`config.mk`:
```
export PLATFORM = sky130hd
export DESIGN_NAME = cpu_bus_master_flat
export DESIGN_NICKNAME = d
export VERILOG_FILES = /design/src/rtl/cpu_bus_master_if.sv /design/src/rtl/cpu_bus_master.sv /design/src/flat_wrapper.sv
export SDC_FILE = /design/constraint.sdc
export NUM_CORES = 1
export LEC_CHECK = 0
export ABC_CLOCK_PERIOD_IN_PS = 2900
export CAP_MARGIN = 20
export CORE_ASPECT_RATIO = 1.1
export CORE_MARGIN = 10
export CORE_UTILIZATION = 25
export CTS_CLUSTER_DIAMETER = 200
export DETAILED_ROUTE_END_ITERATION = 16
export DONT_BUFFER_PORTS = 1
export GPL_ROUTABILITY_DRIVEN = 0
export SLEW_MARGIN = 10
export SYNTH_ARGS = -nofsm -noshare
export SYNTH_HDL_FRONTEND = slang
export SYNTH_SLANG_ARGS = --single-unit
export TNS_END_PERCENT = 100
```
`constraint.sdc`:
```
create_clock -name clk -period 2.9 [get_ports clk]
set_clock_uncertainty 0.15 [all_clocks]
set_input_delay 0.145 -clock clk [delete_from_list [all_inputs] [get_ports clk]]
set_output_delay 0.145 -clock clk [all_outputs]
set_load 0.05 [all_outputs]
```
`src/rtl/cpu_bus_master_if.sv`:
```
// cpu_bus_master_if: request stream plus Famicom CPU-side bus signals around cpu_bus_master.
interface cpu_bus_master_if;
    logic        req_valid;
    logic        req_ready;
    logic [15:0] req_addr;
    logic        req_rw;
    logic [7:0]  req_wdata;
    logic        rsp_valid;
    logic [7:0]  rsp_rdata;
    logic        m2;
    logic        romsel;
    logic        cpu_rw;
    logic [14:0] cpu_addr;
    logic [7:0]  cpu_data_out;
    logic        cpu_data_oe;
    logic [7:0]  cpu_data_in;
    logic        irq_in;
    logic        irq_sync;
    modport master (
        input  req_valid, req_addr, req_rw, req_wdata, cpu_data_in, irq_in,
        output req_ready, rsp_valid, rsp_rdata, m2, romsel, cpu_rw, cpu_addr,
               cpu_data_out, cpu_data_oe, irq_sync
    );
    modport slave (
        output req_valid, req_addr, req_rw, req_wdata, cpu_data_in, irq_in,
        input  req_ready, rsp_valid, rsp_rdata, m2, romsel, cpu_rw, cpu_addr,
               cpu_data_out, cpu_data_oe, irq_sync
    );
endinterface

```
`src/rtl/cpu_bus_master.sv`:
```
// cpu_bus_master: 2A03-style bus initiator turning a valid/ready request stream into free-running m2 bus cycles.
module cpu_bus_master #(
    parameter int unsigned M2_LOW_CYCLES  = 3,
    parameter int unsigned M2_HIGH_CYCLES = 3,
    parameter logic [15:0] IDLE_ADDR      = 16'h0000
) (
    input logic              clk,
    input logic              reset,
    cpu_bus_master_if.master bus
);
    typedef enum logic {LOW, HIGH} state_t;
    state_t      state_q, state_d;
    logic [3:0]  cnt_q, cnt_d;
    logic        m2_q, m2_d, romsel_q, romsel_d, rw_q, rw_d, oe_q, oe_d, a15_q, a15_d;
    logic [14:0] addr_q, addr_d;
    logic [7:0]  dout_q, dout_d, rdata_q, rdata_d, p_wdata_q, p_wdata_d;
    logic        ready_q, ready_d, rsp_q, rsp_d, cyc_req_q, cyc_req_d;
    logic        p_valid_q, p_valid_d, p_rw_q, p_rw_d;
    logic [15:0] p_addr_q, p_addr_d;
    logic [1:0]  irq_q, irq_d;
    logic        last_low, last_high, load, accept, pend_wr;

    always_comb begin
        last_low  = state_q == LOW && cnt_q == 4'(M2_LOW_CYCLES - 1);
        last_high = state_q == HIGH && cnt_q == 4'(M2_HIGH_CYCLES - 1);
        state_d   = last_low ? HIGH : last_high ? LOW : state_q;
        cnt_d     = (last_low || last_high) ? 4'd0 : cnt_q + 4'd1;
        m2_d      = state_d == HIGH;
        ready_d   = state_d == HIGH && cnt_d == 4'(M2_HIGH_CYCLES - 1);
        // the pending slot is refreshed at every ready edge; nothing offered means an idle cycle
        accept    = ready_q && bus.req_valid;
        p_valid_d = ready_q ? bus.req_valid : p_valid_q;
        p_addr_d  = accept ? bus.req_addr : p_addr_q;
        p_rw_d    = accept ? bus.req_rw : p_rw_q;
        p_wdata_d = accept ? bus.req_wdata : p_wdata_q;
        // bus values move one clk after m2 falls so falling-edge latches see them stable
        load      = state_q == LOW && cnt_q == 4'd0;
        pend_wr   = p_valid_q && !p_rw_q;
        addr_d    = load ? (p_valid_q ? p_addr_q[14:0] : IDLE_ADDR[14:0]) : addr_q;
        a15_d     = load ? (p_valid_q ? p_addr_q[15] : IDLE_ADDR[15]) : a15_q;
        rw_d      = load ? !pend_wr : rw_q;
        dout_d    = (load && pend_wr) ? p_wdata_q : dout_q;
        cyc_req_d = load ? p_valid_q : cyc_req_q;
        oe_d      = last_low ? !rw_q : load ? 1'b0 : oe_q;
        romsel_d  = !(m2_d && a15_q);
        rsp_d     = last_high && cyc_req_q;
        rdata_d   = (rsp_d && rw_q) ? bus.cpu_data_in : rdata_q;
        irq_d     = {irq_q[0], bus.irq_in};
    end

    always_ff @(posedge clk or posedge reset) begin
        if (reset) begin
            state_q   <= LOW;
            cnt_q     <= '0;
            m2_q      <= 1'b0;
            romsel_q  <= 1'b1;
            rw_q      <= 1'b1;
            oe_q      <= 1'b0;
            a15_q     <= IDLE_ADDR[15];
            addr_q    <= IDLE_ADDR[14:0];
            dout_q    <= '0;
            rdata_q   <= '0;
            ready_q   <= 1'b0;
            rsp_q     <= 1'b0;
            cyc_req_q <= 1'b0;
            p_valid_q <= 1'b0;
            p_rw_q    <= 1'b1;
            p_addr_q  <= '0;
            p_wdata_q <= '0;
            irq_q     <= 2'b11;
        end else begin
            state_q   <= state_d;
            cnt_q     <= cnt_d;
            m2_q      <= m2_d;
            romsel_q  <= romsel_d;
            rw_q      <= rw_d;
            oe_q      <= oe_d;
            a15_q     <= a15_d;
            addr_q    <= addr_d;
            dout_q    <= dout_d;
            rdata_q   <= rdata_d;
            ready_q   <= ready_d;
            rsp_q     <= rsp_d;
            cyc_req_q <= cyc_req_d;
            p_valid_q <= p_valid_d;
            p_rw_q    <= p_rw_d;
            p_addr_q  <= p_addr_d;
            p_wdata_q <= p_wdata_d;
            irq_q     <= irq_d;
        end
    end

    assign bus.req_ready    = ready_q;
    assign bus.rsp_valid    = rsp_q;
    assign bus.rsp_rdata    = rdata_q;
    assign bus.m2           = m2_q;
    assign bus.romsel       = romsel_q;
    assign bus.cpu_rw       = rw_q;
    assign bus.cpu_addr     = addr_q;
    assign bus.cpu_data_out = dout_q;
    assign bus.cpu_data_oe  = oe_q;
    assign bus.irq_sync     = irq_q[1];
endmodule

```
`src/flat_wrapper.sv`:
```
// flat-port wrapper written by rule: the top's interface ports become plain ports
module cpu_bus_master_flat 
#(
    parameter int unsigned M2_LOW_CYCLES  = 3,
    parameter int unsigned M2_HIGH_CYCLES = 3,
    parameter logic [15:0] IDLE_ADDR      = 16'h0000
)
  (clk, reset, bus_req_valid, bus_req_addr, bus_req_rw, bus_req_wdata, bus_cpu_data_in, bus_irq_in, bus_req_ready, bus_rsp_valid, bus_rsp_rdata, bus_m2, bus_romsel, bus_cpu_rw, bus_cpu_addr, bus_cpu_data_out, bus_cpu_data_oe, bus_irq_sync);
  cpu_bus_master_if bus_i ();
  input logic clk;
  input logic reset;
  input wire logic [$bits(bus_i.req_valid)-1:0] bus_req_valid;
  input wire logic [$bits(bus_i.req_addr)-1:0] bus_req_addr;
  input wire logic [$bits(bus_i.req_rw)-1:0] bus_req_rw;
  input wire logic [$bits(bus_i.req_wdata)-1:0] bus_req_wdata;
  input wire logic [$bits(bus_i.cpu_data_in)-1:0] bus_cpu_data_in;
  input wire logic [$bits(bus_i.irq_in)-1:0] bus_irq_in;
  output wire logic [$bits(bus_i.req_ready)-1:0] bus_req_ready;
  output wire logic [$bits(bus_i.rsp_valid)-1:0] bus_rsp_valid;
  output wire logic [$bits(bus_i.rsp_rdata)-1:0] bus_rsp_rdata;
  output wire logic [$bits(bus_i.m2)-1:0] bus_m2;
  output wire logic [$bits(bus_i.romsel)-1:0] bus_romsel;
  output wire logic [$bits(bus_i.cpu_rw)-1:0] bus_cpu_rw;
  output wire logic [$bits(bus_i.cpu_addr)-1:0] bus_cpu_addr;
  output wire logic [$bits(bus_i.cpu_data_out)-1:0] bus_cpu_data_out;
  output wire logic [$bits(bus_i.cpu_data_oe)-1:0] bus_cpu_data_oe;
  output wire logic [$bits(bus_i.irq_sync)-1:0] bus_irq_sync;
  assign bus_i.req_valid = bus_req_valid;
  assign bus_i.req_addr = bus_req_addr;
  assign bus_i.req_rw = bus_req_rw;
  assign bus_i.req_wdata = bus_req_wdata;
  assign bus_i.cpu_data_in = bus_cpu_data_in;
  assign bus_i.irq_in = bus_irq_in;
  assign bus_req_ready = bus_i.req_ready;
  assign bus_rsp_valid = bus_i.rsp_valid;
  assign bus_rsp_rdata = bus_i.rsp_rdata;
  assign bus_m2 = bus_i.m2;
  assign bus_romsel = bus_i.romsel;
  assign bus_cpu_rw = bus_i.cpu_rw;
  assign bus_cpu_addr = bus_i.cpu_addr;
  assign bus_cpu_data_out = bus_i.cpu_data_out;
  assign bus_cpu_data_oe = bus_i.cpu_data_oe;
  assign bus_irq_sync = bus_i.irq_sync;
  cpu_bus_master #(.M2_LOW_CYCLES(M2_LOW_CYCLES), .M2_HIGH_CYCLES(M2_HIGH_CYCLES), .IDLE_ADDR(IDLE_ADDR)) u_core (.clk(clk), .reset(reset), .bus(bus_i));
endmodule
```
# Word-level counts from Yosys, hierarchy flattened
# Index checks and enable logic that the tools add are counted.
# classes
addsub,1
mul,0
div_mod_pow,0
order_cmp,0
eq_ne,2
n_shift,0
n_mux,7
bitwise,1
reduce_logical,17
# op_table
cell,count
two-way mux 15 bit,1
logical AND 1 bit,10
equality test 4 x 2 -> 1 bit (second input constant),2
two-way mux 1 bit,5
adder 4 x 1 -> 4 bit (second input constant),1
logical NOT 1 bit,4
logical NOT 4 bit,1
two-way mux 4 bit,1
nonzero test 2 bit,1
logical OR 1 bit,1
inverter 1 bit,1
# totals
reg_bits,71
latchBits,0
ram_bits,0
rom_bits,0
in_bits,37
output_inout_bits,38
elab_cells,45
n_memories,0

# Longest topological paths before layout
# Gate-level depths: netlist (run 1).
# depth
depth_word,6
ltp_mapped,7

# Worst setup path after synthesis (run 1)
# Ideal clock, no wire load.
# synth_timing
kind,reg2reg
startpoint,register u_core.state_q
endpoint,"register u_core.dout_q[0], in the netlist u_core.bus.cpu_data_out[0]"
setup_ns,0.125
t_arrival_ns,2.039
slack_ns,0.586
stages_incl_launch_ff,6
path_cell_list,dfrtp_1 -> or4b_1 -> buf_2 -> or3_1 -> buf_6 -> mux2_4
# synth_via
elab_chain_len,3
# synth_lines
element,line_no,text
"start, declared",cpu_bus_master.sv:12,"state_t state_q, state_d;"
"start signal, assigned",cpu_bus_master.sv:72,state_q <= state_d;
inverter 1 bit,cpu_bus_master.sv:37,load = state_q == LOW && cnt_q == 4'd0;
logical AND 1 bit,cpu_bus_master.sv:37,
logical AND 1 bit,cpu_bus_master.sv:42,dout_d = (load && pend_wr) ? p_wdata_q : dout_q;
"end signal, assigned",cpu_bus_master.sv:80,dout_q <= dout_d;
"end, declared",cpu_bus_master.sv:16,"logic [7:0] dout_q, dout_d, rdata_q, rdata_d, p_wdata_q, p_wdata_d;"
# Every way passes these cells.
# A chain may end at the register's enable or synchronous reset.

# Worst setup path in the final report (run 1)
# layout_timing
startpoint,register u_core.cnt_q[0]
endpoint,"register u_core.dout_q[7], in the netlist u_core.bus.cpu_data_out[7]"
# layout_via
elab_chain_len,3
# layout_lines
element,line_no,text
"start, declared",cpu_bus_master.sv:13,"logic [3:0] cnt_q, cnt_d;"
"start signal, assigned",cpu_bus_master.sv:73,cnt_q <= cnt_d;
logical NOT 4 bit,cpu_bus_master.sv:37,
logical AND 1 bit,cpu_bus_master.sv:37,
logical AND 1 bit,cpu_bus_master.sv:42,
# Every way passes these cells.

==> results.sh, run 1 <==
export IMPL_status="finished, final reports clean"
export IMPL_ir_worst_vdd_v=0.000233
export IMPL_viasPerCell=4.10
export IMPL_dieArea_um2=15600
export IMPL_max_slew_margin_rel_pct=40.6
export IMPL_path_clk_slew_ns=0.06
export IMPL_grt_pass1_vias=1730
export IMPL_num_fill_cells=1062
export IMPL_rr_worst_depth=5
export IMPL_cts_tree="yes"
export IMPL_clock_latency_ns=0.32
export IMPL_hp_start="bus_req_valid"
export IMPL_hold_class="in -> reg"
export IMPL_power_w=0.00265
export IMPL_yosysSeqAreaShare_pct=64.7
export IMPL_use_met1_pct=8.60
export IMPL_cts_sink_count=71
export IMPL_cap_violations=0
export IMPL_dpl_cell_area_um2=2940
export IMPL_track_usage_pct=8.12
export IMPL_crit_path_end="u_core.bus.cpu_data_out[7]"
export IMPL_fin_tns_setup_ns=0
export IMPL_rsz0062_at_grt="no"
export IMPL_grtUsageMet3_pct=4.80
export IMPL_post_route_min_period_ns=2.34
export IMPL_p_per_area_nw_per_um2=738
export IMPL_async_reset_ff_share_pct=100
export IMPL_grt_overflow=0
export IMPL_r2r_start="u_core.cnt_q[0]"
export IMPL_worstSetupEndpointType="flop"
export IMPL_die_y_um=130
export IMPL_final_antenna_net_count=0
export IMPL_firstDrtPassIters=3
export IMPL_start_util_pct=25.4
export IMPL_cts_buffer_depth=2
export IMPL_h_tree_depth=3
export IMPL_cp_start_kind="flop"
export IMPL_antenna_found_initial=0
export IMPL_grt_max_degree=72
export IMPL_seqCellArea_um2=1780
export IMPL_met2_usage_pct=12.9
export IMPL_synth_edf_count=0
export IMPL_grt_pass1_wl_um=9690
export IMPL_synth_area_um2=2760
export IMPL_crit_required_ns=2.96
export IMPL_multi_input_area_um2=901
export IMPL_postLayoutCellArea_um2=3600
export IMPL_reg2reg_slack_ns=0.56
export IMPL_max_slew_worst_pin_slew_ns=0.891
export IMPL_antennaDiodeCount=0
export IMPL_avgRoutedWirePerCell_um=15.1
export IMPL_drv_slew=0
export IMPL_die_x_um=120
export IMPL_num_vias=1637
export IMPL_finalNetCount=290
export IMPL_yosysWarnings=0
export IMPL_syn_to_final_growth_pct=30.5
export IMPL_postCtsResizedCells=0
export IMPL_max_freq_mhz=427
export IMPL_syn_inst=205
export IMPL_dp_cells=348
export IMPL_arrival_ns=2.40
export IMPL_worstSetupPathType="reg -> reg"
export IMPL_grt_busiest_layer="met2"
export IMPL_rows=40
export IMPL_syn_avg_cell_area_um2=13.4
export IMPL_cts_root_buf="clkbuf_16"
export IMPL_setup_viol=0
export IMPL_critPathLaunch="u_core.cnt_q[0]"
export IMPL_p_leak_nw=1.63
export IMPL_hold_viol=0
export IMPL_drt_initial_drc_count=55
export IMPL_pin_count=75
export IMPL_port_buffers=0
export IMPL_finalCritPeriodShare_pct=80.7
export IMPL_drive_gt1_share_pct=26.6
export IMPL_synth_cell_types=22
export IMPL_ys_flop_type="dfrtp_1"
export IMPL_place_detailed_hpwl_um=4150
export IMPL_synth_seq_cells=71
export IMPL_instances_no_fill=399
export IMPL_cts_buffers_inserted=9
export IMPL_fp_coreArea_um2=10900
export IMPL_wl_um=6030
export IMPL_worst_path_max_fanout=9
export IMPL_r2r_end="u_core.bus.cpu_data_out[7]"
export IMPL_syn_nets=248
export IMPL_drcViolationCount=0
metal layers:
metal | vias up | share of wire (%) | routed length (um)
met4 | 0 | 1.4 | 87
met1 | 805 | 39 | 2330
met5 | - | 0 | 0
met2 | 53 | 49 | 2980
li1 | 766 | - | -
met3 | 13 | 11 | 639
through the flow:
stage | worst slack (ns) | utilization, % | hold WS [ns]
after global placement | 0.621 | 27.0 | -0.000282
after floorplan | 0.586 | - | -0.000522
after global routing | 0.445 | 33.1 | 0.188
after CTS | 0.547 | 33.1 | 0.150
after detailed placement | 0.559 | 27.0 | -0.000251
final | 0.560 | 33.1 | 0.168
cell usage after synthesis (all sizes together) (2+ instances only):
cell	n	area (um2)
ha	6	75.1
and2	3	18.8
mux2	41	492
dfstp	5	131
dfrtp	66	1650
buf	2	16.3
o21ai	18	90.1
xnor2	2	17.5
clkbuf	7	26.3
nor3	2	10.0
inv	8	30.0
nand2	37	139
cell families after synthesis:
logic type                 synth area share [%]
AOI/OAI and AO/OA                          3.86
xor gates and xnor gates                  0.636
adders and majority gates                  2.72
buffers and inverters                      2.63
DFF                                        64.7
muxes                                      18.2
and+or+nand+nor                            7.26
worst min path at each step:
| stage | cells after the start | slack, ns | to |
|---|---|---|---|
| 6_report | 2 | 0.17 | u_core.p_addr_q[15] |
| 5_1_grt | 2 | 0.19 | u_core.p_addr_q[15] |
| 4_1_cts | 2 | 0.15 | u_core.p_addr_q[15] |
| 3_5_place_dp | 0 | -0.0003 | u_core.irq_q[0] |
| 3_3_place_gp | 0 | -0.0003 | u_core.irq_q[0] |
| 2_1_floorplan | 0 | -0.0005 | u_core.irq_q[0] |
critical path: stages (launching register included):
cell and delay [ns]:
dfrtp_1 0.42, inv_1 0.10, ha_1 0.15, or4b_1 0.45, or3_1 0.57, mux2_4 0.39
what timing repair did:
| action | 4_1_cts | 5_1_grt |
|---|---|---|
| hold buffers | 35 | 0 |
| buffers inserted | 0 | 0 |
| hold endpoints to repair | 100 | 0 |
registers in the layout, summed over array words and instances, names as in the netlist, 2 cells and up:
register	count
u_core.cnt_q	4
u_core.bus.cpu_addr	15
u_core.p_wdata_q	8
u_core.bus.cpu_data_out	8
u_core.p_addr_q	16
u_core.irq_q	2
u_core.bus.rsp_rdata	8
placed cells by master, fill, tap and decap left out, types with 2 or more instances in the layout:
| cell type | synthesis | final |
|---|---|---|
| xnor2_1 | 2 | 2 |
| buf_4 | 0 | 5 |
| nor3_1 | 2 | 2 |
| mux2_4 | 8 | 8 |
| dfrtp_1 | 66 | 66 |
| clkbuf_16 | 0 | 9 |
| o21ai_0 | 18 | 18 |
| nand2_1 | 37 | 37 |
| dfstp_2 | 5 | 5 |
| clkinv_2 | 0 | 2 |
| and2_1 | 3 | 3 |
| mux2_2 | 33 | 33 |
| dlygate4sd3_1 | 0 | 35 |
| clkbuf_8 | 0 | 3 |
| ha_1 | 6 | 6 |
| inv_1 | 8 | 7 |
layout make-up:
type	instances	area share, %
Clock buffer	13	7.52
Multi-Input combinational cell	117	25.1
Inverter	8	0.835
Tap cell	147	5.11
Timing Repair Buffer	40	10.8
Sequential cell	71	49.6
Clock inverter	3	1.11
power breakdown:
part           switching, W  internal, W
Combinational     0.0000582     0.000110
Clock              0.000388     0.000733
Sequential         0.000277      0.00109
(Power assumes the default switching activity.)
==> inputs of run 2 (changes only) <==
Settings changed: ABC_CLOCK_PERIOD_IN_PS 2900 to 2000.
Clock period 2.9 ns to 2 ns, I/O delays scaled along.
==> results.sh, run 2 (synthesis gave the netlist of run 1 again) <==
export IMPL_num_fill_cells=1062
export IMPL_multi_input_area_um2=948
export IMPL_rows=40
export IMPL_firstDrtPassIters=4
export IMPL_regMostFlops="u_core.p_addr_q"
export IMPL_cp_start_kind="flop"
export IMPL_hold_viol=0
export IMPL_r2r_start="u_core.cnt_q[0]"
export IMPL_max_freq_mhz=470
export IMPL_r2r_end="u_core.bus.cpu_data_out[3]"
export IMPL_path_clk_slew_ns=0.05
export IMPL_cts_buffers_inserted=9
export IMPL_cts_root_buf="clkbuf_16"
export IMPL_syn_to_final_growth_pct=36.0
export IMPL_num_vias=1696
export IMPL_worstSetupEndpointType="flop"
export IMPL_crit_path_end="u_core.bus.cpu_data_out[3]"
export IMPL_worstSetupPathType="reg -> reg"
export IMPL_arrival_ns=2.19
export IMPL_p_leak_nw=1.70
export IMPL_critPathLaunch="u_core.cnt_q[0]"
export IMPL_track_usage_pct=8.16
export IMPL_post_route_min_period_ns=2.13
export IMPL_dieArea_um2=15600
export IMPL_drv_slew=0
export IMPL_cts_buffer_depth=2
export IMPL_viasPerCell=4.09
export IMPL_mostFrequentLayoutCells="65 x dfrtp_1, 36 x nand2_1, 35 x dlygate4sd3_1"
export IMPL_clock_latency_ns=0.32
export IMPL_grt_pass1_wl_um=9760
export IMPL_hold_class="in -> reg"
export IMPL_port_buffers=0
export IMPL_worst_path_max_fanout=9
export IMPL_cap_violations=0
export IMPL_rr_worst_depth=6
export IMPL_max_slew_worst_pin_slew_ns=0.546
export IMPL_h_tree_depth=3
export IMPL_p_per_area_nw_per_um2=970
export IMPL_crit_required_ns=2.06
export IMPL_finalCritPeriodShare_pct=106
export IMPL_die_x_um=120
export IMPL_ir_worst_vdd_v=0.000370
export IMPL_start_util_pct=25.4
export IMPL_largest_register_ffs=16
export IMPL_drive_gt1_share_pct=33.6
export IMPL_final_antenna_net_count=0
export IMPL_postLayoutCellArea_um2=3750
export IMPL_fin_tns_setup_ns=-0.980
export IMPL_cts_tree="yes"
export IMPL_avgRoutedWirePerCell_um=14.6
export IMPL_dpl_cell_area_um2=3070
export IMPL_finalWorstSetupSlack_ns=-0.128
export IMPL_cts_sink_count=71
export IMPL_wl_um=6060
export IMPL_reg2reg_slack_ns=-0.13
export IMPL_rsz0062_at_grt="yes"
export IMPL_layout_cells_most_common="dfrtp_1"
export IMPL_grt_overflow=0
export IMPL_antennaDiodeCount=0
export IMPL_status="complete, but fails checks"
export IMPL_drt_initial_drc_count=59
export IMPL_setup_viol=8
export IMPL_antenna_found_initial=0
export IMPL_drcViolationCount=0
export IMPL_die_y_um=130
export IMPL_pin_count=75
export IMPL_grt_max_degree=49
export IMPL_fp_coreArea_um2=10900
export IMPL_grt_pass1_vias=1841
export IMPL_seqCellArea_um2=1780
export IMPL_finalNetCount=306
export IMPL_failed_checks="setup timing"
export IMPL_max_slew_margin_rel_pct=63.5
export IMPL_place_detailed_hpwl_um=4320
## run 2: changes by cell type in the layout (fill, tap and decap cells not counted), sizes merged
cell	previous run	this run
clkbuf	13	14
inv	8	7
bufinv	1	0
clkinvlp	0	1
buf	5	21
## run 2: final cells by class
| type | count | area share, % |
|---|---|---|
| Clock buffer | 14 | 6.78 |
| Clock inverter | 2 | 0.267 |
| Inverter | 8 | 0.902 |
| Multi-Input combinational cell | 117 | 25.3 |
| Sequential cell | 71 | 47.6 |
| Tap cell | 147 | 4.91 |
| Timing Repair Buffer | 56 | 14.2 |
## run 2: metrics by stage
step / utilization [%] / setup WS, ns / total power [W] / hold WS [ns] / cells
floorplan: - / -0.216 / 0.00213 / -0.0455 / 205
global placement: 28.3 / -0.167 / 0.00219 / -0.116 / 364
detailed placement: 28.3 / -0.182 / 0.00221 / -0.106 / 364
CTS: 34.2 / -0.144 / 0.00371 / 0.0848 / 415
global route: 34.5 / -0.185 / 0.00382 / 0.122 / 415
finish: 34.5 / -0.128 / 0.00364 / 0.0843 / 415
## run 2: how the worst min path moves through the flow
stage                       start                 endpoint  slack, ns  cells after the start
floorplan              bus_irq_in          u_core.irq_q[0]      -0.05                      0
global placement            reset  u_core.bus.rsp_rdata[0]      -0.12                      1
detailed placement          reset  u_core.bus.rsp_rdata[3]      -0.11                      1
CTS                 bus_req_valid         u_core.p_valid_q       0.08                      3
global route        bus_req_valid         u_core.p_valid_q       0.12                      3
finish              bus_req_valid         u_core.p_valid_q       0.08                      3
## run 2: critical path, stage by stage (launching register included)
cell     delay, ns
dfrtp_1       0.39
inv_2         0.06
ha_1          0.14
or4b_4        0.47
or3_4         0.35
buf_12        0.16
mux2_4        0.30
## run 2: routing by layer
metal	up-vias	part of all wire, %	global-route usage [%]
li1	802	-	-
met1	839	41	8.95
met2	48	49	12.9
met3	7	9.3	4.58
met4	0	1.4	3.41
met5	-	0	0
## run 2: report_power, final
part	internal (W)	switching (W)
Clock	0.000870	0.000538
Sequential	0.00158	0.000396
Combinational	0.000164	0.0000922
Total	0.00261	0.00103
## run 2: what timing repair did
item / 4_1_cts / 5_1_grt
setup endpoints to repair: 17 / 18
setup buffers: 0 / 0
resized for setup: 6 / 10
hold buffers: 35 / 0
endpoints found under the hold margin: 102 / 0
pin swaps: 1 / 3
